[config.mk]
export PLATFORM = sky130hd
export DESIGN_NAME = fifo_burst_reader
export DESIGN_NICKNAME = d
export VERILOG_FILES = /design/src/rtl/aegnn_pkg.sv /design/src/rtl/fifo_burst_reader_skid.sv /design/src/rtl/fifo_burst_reader.sv
export SDC_FILE = /design/constraint.sdc
export NUM_CORES = 1
export LEC_CHECK = 0
export CAP_MARGIN = 0
export CORE_MARGIN = 2
export CORE_UTILIZATION = 39
export CTS_CLUSTER_SIZE = 10
export DETAILED_ROUTE_END_ITERATION = 10
export REMOVE_ABC_BUFFERS = 1
export SYNTH_ARGS = -nofsm -noshare
export SYNTH_HDL_FRONTEND = slang
export SYNTH_SLANG_ARGS = --single-unit
[constraint.sdc]
create_clock -name clk -period 2.37 [get_ports clk]
set_clock_uncertainty 0.05 [all_clocks]
set_input_delay 0.474 -clock clk [delete_from_list [all_inputs] [get_ports clk]]
set_output_delay 0.474 -clock clk [all_outputs]
set_load 0.02 [all_outputs]
[src/rtl/aegnn_pkg.sv]
// Shared definitions for the AEGNN datapath blocks: FIFO read-controller
// state encoding and default counter widths.
`timescale 1ns/1ps

package aegnn;

   // Matches the data-count width of the event FIFOs.
   localparam int FIFO_RD_CNT_W = 12;

   // Output buffer of the FIFO read controller: two entries, so occupancy 0..2.
   localparam int FIFO_RD_SKID_DEPTH = 2;
   localparam int FIFO_RD_OCC_W      = 2;

   typedef enum logic [1:0] {
      FRD_IDLE,
      FRD_RUN,
      FRD_DONE
   } fifo_rd_state_e;

endpackage

[src/rtl/fifo_burst_reader_skid.sv]
// fifo_rd_skid: 2-entry in-order buffer that absorbs the one-cycle FIFO read
// latency. Entry 0 is always the head. With FIFO_RD_LAST_EN defined each
// entry also carries a last-word flag.
`timescale 1ns/1ps

module fifo_rd_skid
   import aegnn::*;
#(
   parameter int WIDTH = 32
)(
   input  logic                     clk,
   input  logic                     rstn,
   input  logic                     i_push,
   input  logic [WIDTH-1:0]         i_push_data,
`ifdef FIFO_RD_LAST_EN
   input  logic                     i_push_last,
   output logic                     o_head_last,
`endif
   input  logic                     i_pop,
   output logic [FIFO_RD_OCC_W-1:0] o_occ,
   output logic [WIDTH-1:0]         o_head_data
);

`ifdef FIFO_RD_LAST_EN
   localparam int EW = WIDTH + 1;
`else
   localparam int EW = WIDTH;
`endif

   logic [EW-1:0]            r_ent0;
   logic [EW-1:0]            r_ent1;
   logic [FIFO_RD_OCC_W-1:0] r_occ;
   logic [EW-1:0]            w_push_ent;

`ifdef FIFO_RD_LAST_EN
   assign w_push_ent  = {i_push_last, i_push_data};
   assign o_head_last = r_ent0[WIDTH];
`else
   assign w_push_ent  = i_push_data;
`endif

   assign o_occ       = r_occ;
   assign o_head_data = r_ent0[WIDTH-1:0];

   // Shift-style buffer: pops move entry 1 forward, pushes land at the tail.
   // NOTE: the two data entries are reset as well, because the head drives
   // m_data directly and that output has a defined reset value of zero.
   always_ff @(posedge clk) begin
      if (!rstn) begin
         r_occ  <= '0;
         r_ent0 <= '0;
         r_ent1 <= '0;
      end else begin
         case ({i_push, i_pop})
            2'b10: begin
               if (r_occ == 2'd0) r_ent0 <= w_push_ent;
               else               r_ent1 <= w_push_ent;
               r_occ <= r_occ + 2'd1;
            end
            2'b01: begin
               r_ent0 <= r_ent1;
               r_occ  <= r_occ - 2'd1;
            end
            2'b11: begin
               if (r_occ == 2'd1) begin
                  r_ent0 <= w_push_ent;
               end else begin
                  r_ent0 <= r_ent1;
                  r_ent1 <= w_push_ent;
               end
            end
            default: ;
         endcase
      end
   end

endmodule

[src/rtl/fifo_burst_reader.sv]
// fifo_burst_reader: pops exactly `len` words from a read-latency-1 FIFO on a
// start pulse and streams them out on valid/ready with full back-pressure.
// Optional feature macro: FIFO_RD_LAST_EN (adds m_last marking the final word).
`timescale 1ns/1ps

module fifo_burst_reader
   import aegnn::*;
#(
   parameter int WIDTH = 32,
   parameter int CNT_W = FIFO_RD_CNT_W
)(
   input  logic             clk,
   input  logic             rstn,
   input  logic             start,
   input  logic [CNT_W-1:0] len,
   output logic             busy,
   output logic             done,
   output logic             fifo_rd_en,
   input  logic [WIDTH-1:0] fifo_dout,
   input  logic             fifo_empty,
   input  logic             fifo_rd_rst_busy,
   output logic             m_valid,
   output logic [WIDTH-1:0] m_data,
   input  logic             m_ready
`ifdef FIFO_RD_LAST_EN
   ,output logic            m_last
`endif
);

   localparam logic [CNT_W-1:0] CNT_ONE = CNT_W'(1);

   fifo_rd_state_e           r_state;
   fifo_rd_state_e           w_state_nxt;
   logic [CNT_W-1:0]         r_len;
   logic [CNT_W-1:0]         r_issued;
   logic [CNT_W-1:0]         r_delivered;
   logic                     r_inflight;
   logic [FIFO_RD_OCC_W-1:0] w_occ;
   logic [WIDTH-1:0]         w_head_data;
   logic                     w_pop;
   logic                     w_credit;
   logic                     w_rd_en;
   logic                     w_burst_end;
   logic                     w_busy;
   logic                     w_done;

   assign m_valid = (w_occ != '0);
   assign m_data  = w_head_data;
   assign w_pop   = m_valid & m_ready;

   // A read may issue only if, after this cycle's pop, the buffer still has
   // room for both the word already in flight and the new one.
   assign w_credit = ({1'b0, w_occ} + {2'b00, r_inflight}) < (3'd2 + {2'b00, w_pop});

   assign w_rd_en = (r_state == FRD_RUN) & ~fifo_empty & ~fifo_rd_rst_busy &
                    (r_issued != r_len) & w_credit;
   assign fifo_rd_en = w_rd_en;

   // The burst is complete once the last word leaves the buffer. Evaluating
   // this on the post-pop count lets done follow the final pop directly; the
   // buffer is necessarily empty then, since only len words are ever issued.
   assign w_burst_end = (r_delivered == r_len) |
                        (w_pop & (r_delivered == (r_len - CNT_ONE)));

   // State register.
   // NOTE: every clocked block uses non-blocking assignments so that all
   // registers sample pre-edge values regardless of evaluation order.
   always_ff @(posedge clk) begin
      if (!rstn) r_state <= FRD_IDLE;
      else       r_state <= w_state_nxt;
   end

   // Next-state and status outputs.
   // NOTE: defaults come first so no path leaves a signal unassigned, which
   // would otherwise infer a latch.
   always_comb begin
      w_state_nxt = r_state;
      w_busy      = 1'b0;
      w_done      = 1'b0;
      case (r_state)
         FRD_IDLE: begin
            if (start) w_state_nxt = (len == '0) ? FRD_DONE : FRD_RUN;
         end
         FRD_RUN: begin
            w_busy = 1'b1;
            if (w_burst_end) w_state_nxt = FRD_DONE;
         end
         FRD_DONE: begin
            w_busy      = 1'b1;
            w_done      = 1'b1;
            w_state_nxt = FRD_IDLE;
         end
         default: w_state_nxt = FRD_IDLE;
      endcase
   end

   assign busy = w_busy;
   assign done = w_done;

   // Burst length latch, issue/delivery counters and read-latency tracking.
   always_ff @(posedge clk) begin
      if (!rstn) begin
         r_len       <= '0;
         r_issued    <= '0;
         r_delivered <= '0;
         r_inflight  <= 1'b0;
      end else begin
         r_inflight <= w_rd_en;
         if ((r_state == FRD_IDLE) && start) begin
            r_len       <= len;
            r_issued    <= '0;
            r_delivered <= '0;
         end else begin
            if (w_rd_en) r_issued <= r_issued + CNT_ONE;
            if (w_pop && (r_delivered != r_len)) r_delivered <= r_delivered + CNT_ONE;
         end
      end
   end

`ifdef FIFO_RD_LAST_EN
   logic r_inflight_last;
   logic w_head_last;

   // Tag the read that makes issued reach len; the tag travels with the data.
   always_ff @(posedge clk) begin
      if (!rstn) r_inflight_last <= 1'b0;
      else       r_inflight_last <= w_rd_en & (r_issued == (r_len - CNT_ONE));
   end

   assign m_last = m_valid & w_head_last;
`endif

   fifo_rd_skid #(
      .WIDTH       (WIDTH)
   ) u_skid (
      .clk         (clk),
      .rstn        (rstn),
      .i_push      (r_inflight),
      .i_push_data (fifo_dout),
`ifdef FIFO_RD_LAST_EN
      .i_push_last (r_inflight_last),
      .o_head_last (w_head_last),
`endif
      .i_pop       (w_pop),
      .o_occ       (w_occ),
      .o_head_data (w_head_data)
   );

endmodule
==> flow_summary.json <==
{
  "cap_violations": 0,
  "synth_edf_count": 0,
  "grt_pass1_wl_um": 20900,
  "grt_max_degree": 80,
  "synth_cells": 603,
  "yosys.area.top_type": "dfxtp_1",
  "powerDensity_nw_per_um2": 923,
  "cp-end-kind": "output port",
  "tritoncts": "done",
  "placed_cell_area_um2": 6300,
  "maxSlewHeadroom_pct": 68.0,
  "cts_root_buf": "clkbuf_16",
  "clock_sinks": 105,
  "rsz0062_at_grt": "false",
  "synthArstFlopShare_pct": 0,
  "fin_crit_ns": 2.28,
  "yosys_warnings": 0,
  "drtIter0Drc": 207,
  "dieArea_um2": 13600,
  "ir_worst_vdd_mv": 0.603,
  "area_delta_synth_final_pct": 34.1,
  "ys_seq_area_share_pct": 42.4,
  "required_ns": 1.85,
  "ys.flop_type": "dfxtp_1",
  "routed_via_density": 5.12,
  "dr.pass1.iters": 4,
  "p_leak_uw": 0.00245,
  "vias": 4488,
  "worst_slew_pin_slew_ns": 0.477,
  "io_pins": 86,
  "dp.final_hpwl_um": 8840,
  "clk_pin_slew_ns": 0.07,
  "postCtsHoldBufs": 0,
  "syn_area_um2": 4960,
  "ctsHtreeMaxLevel": 3,
  "first_global_vias": 4338,
  "clockBufferDepth": 2,
  "die_h_um": 117,
  "finalNetCount": 763,
  "overflow": 0,
  "ys_types": 48,
  "gp_congestion": 0.888,
  "yosys_register_bits": 105,
  "wl_per_cell_um": 14.5,
  "cts_made_buffers": 9,
  "critical_path_class": "reg2out",
  "finalWirelength_um": 12700,
  "slew_viol_final": 0,
  "status": "finished clean",
  "fmax_mhz": 439,
  "start_util_pct": 39.6,
  "drive_above_1_share_pct": 11.8,
  "io_buffers": 85,
  "worstSkewPairLatency_ns": 0.35,
  "num_antenna_cells": 0,
  "hp-class": "reg2reg",
  "grt_usage_pct": 19.5,
  "synthTopCellsByCount": "dfxtp_1, nand2_1, nor2_1",
  "p_total_uw": 6140,
  "synth_area_leaders": "dfxtp_1, nand2_1, xor2_1",
  "detail-route-antenna-nets": 0,
  "postLayoutCellArea_um2": 6650,
  "hold_viol": 0,
  "yosysMostFrequentCell": "dfxtp_1",
  "drc": 0,
  "synth_top_area_share_pct": 42.4,
  "syn_avg_cell_area_um2": 8.23,
  "arrival_ns": 1.75,
  "finalSetupViolations": 0,
  "finalCritPeriodShare_pct": 96.0,
  "start_kind": "flip-flop",
  "worst-path-max-fanout": 3,
  "antenna_found_initial": 0,
  "die_w_um": 117,
  "coreArea_um2": 12500,
  "rows": 41,
  "hold_ws_ns": 0.408
}
-- cell usage in the layout (no fill, tap or decap), types with 11 or more instances in the layout --
master,count
xor2_1,32
nand2_1,103
nor2_1,65
nand3_1,11
buf_4,37
a21oi_1,52
clkdlybuf4s50_1,84
nor4_1,11
inv_1,15
a22oi_1,33
a211oi_1,34
dfxtp_1,102
xnor2_1,17
-- routing by layer --
layer / global-route usage [%] / routed length, µm / vias to the layer above
met1: 24.7 / 5760 / 2080
li1: - / - / 2283
met2: 32.1 / 6050 / 109
met3: 5.66 / 753 / 16
met5: 0 / 0 / -
met4: 6.12 / 173 / 0
-- area by class of cell --
class                   count  area, µm²
clock buffers              11        243
flip-flops and latches    105       2110
inverters                  17       63.8
repair buffers            129       1260
clock inverters             5       68.8
multi-input cells         438       2690
fillers                  1182       5860
well taps                 172        215
-- metrics by stage --
stage                     cells  worst slack, ns  setup TNS [ns]  utilization (%)
after floorplan             560           -0.850          -34.48                -
after global placement      861           -0.159           -4.74             50.3
after detailed placement    861           -0.171           -6.38             50.3
after CTS                   877           0.0194               0             52.8
after global routing        877          0.00199               0             53.1
final                       877           0.0942               0             53.1
-- where the power goes --
group | switching [µW] | internal [µW]
logic | 1260 | 1120
clock network | 699 | 868
registers | 177 | 2020
total | 2130 | 4010
-- worst paths after layout --
kind	slack, ns	endpoint	from	cells past startpoint
min	0.41	u_skid.r_ent1[9]	u_skid.r_ent1[9]	2
max	0.09	m_valid	u_skid.o_occ[0]	5
min reg2reg	0.41	u_skid.r_ent1[9]	u_skid.r_ent1[9]	2
max reg2reg	0.10	r_state[0]	r_len[3]	8
-- critical path: stages (launching register included) --
cell	delay (ns)
dfxtp_1	0.37
inv_1	0.06
ha_2	0.20
inv_2	0.06
buf_4	0.12
clkdlybuf4s50_1	0.59
-- repair_timing --
item                       in CTS  in global routing
pin swaps                       0                  3
setup endpoints to repair       1                 65
buffers inserted                0                  0
gates resized for setup         4                 12
-- kinds of logic (layout without fill, tap and decap cells) --
kind of cell             count (synthesis)  count (layout)  share of synthesized area [%]
AND/OR/NAND/NOR                        235             235                           21.7
AO/OA/AOI/OAI                          137             137                           18.4
flip-flops                             105             105                           42.4
buffers and inverters                   60             162                           4.79
XOR/XNOR                                50              50                           8.83
adder cells (fa/ha/maj)                 13              13                           3.28
multiplexers                             3               3                          0.605
-- state kept, by name, indices dropped and copies added, names as in the netlist --
signal and count:
r_len 12, u_skid.r_ent1 32, r_delivered 12, u_skid.o_head_data 32
r_state 2, u_skid.o_occ 2, r_issued 12, r_inflight 1
Note: power is estimated with default switching activity, not from simulation.
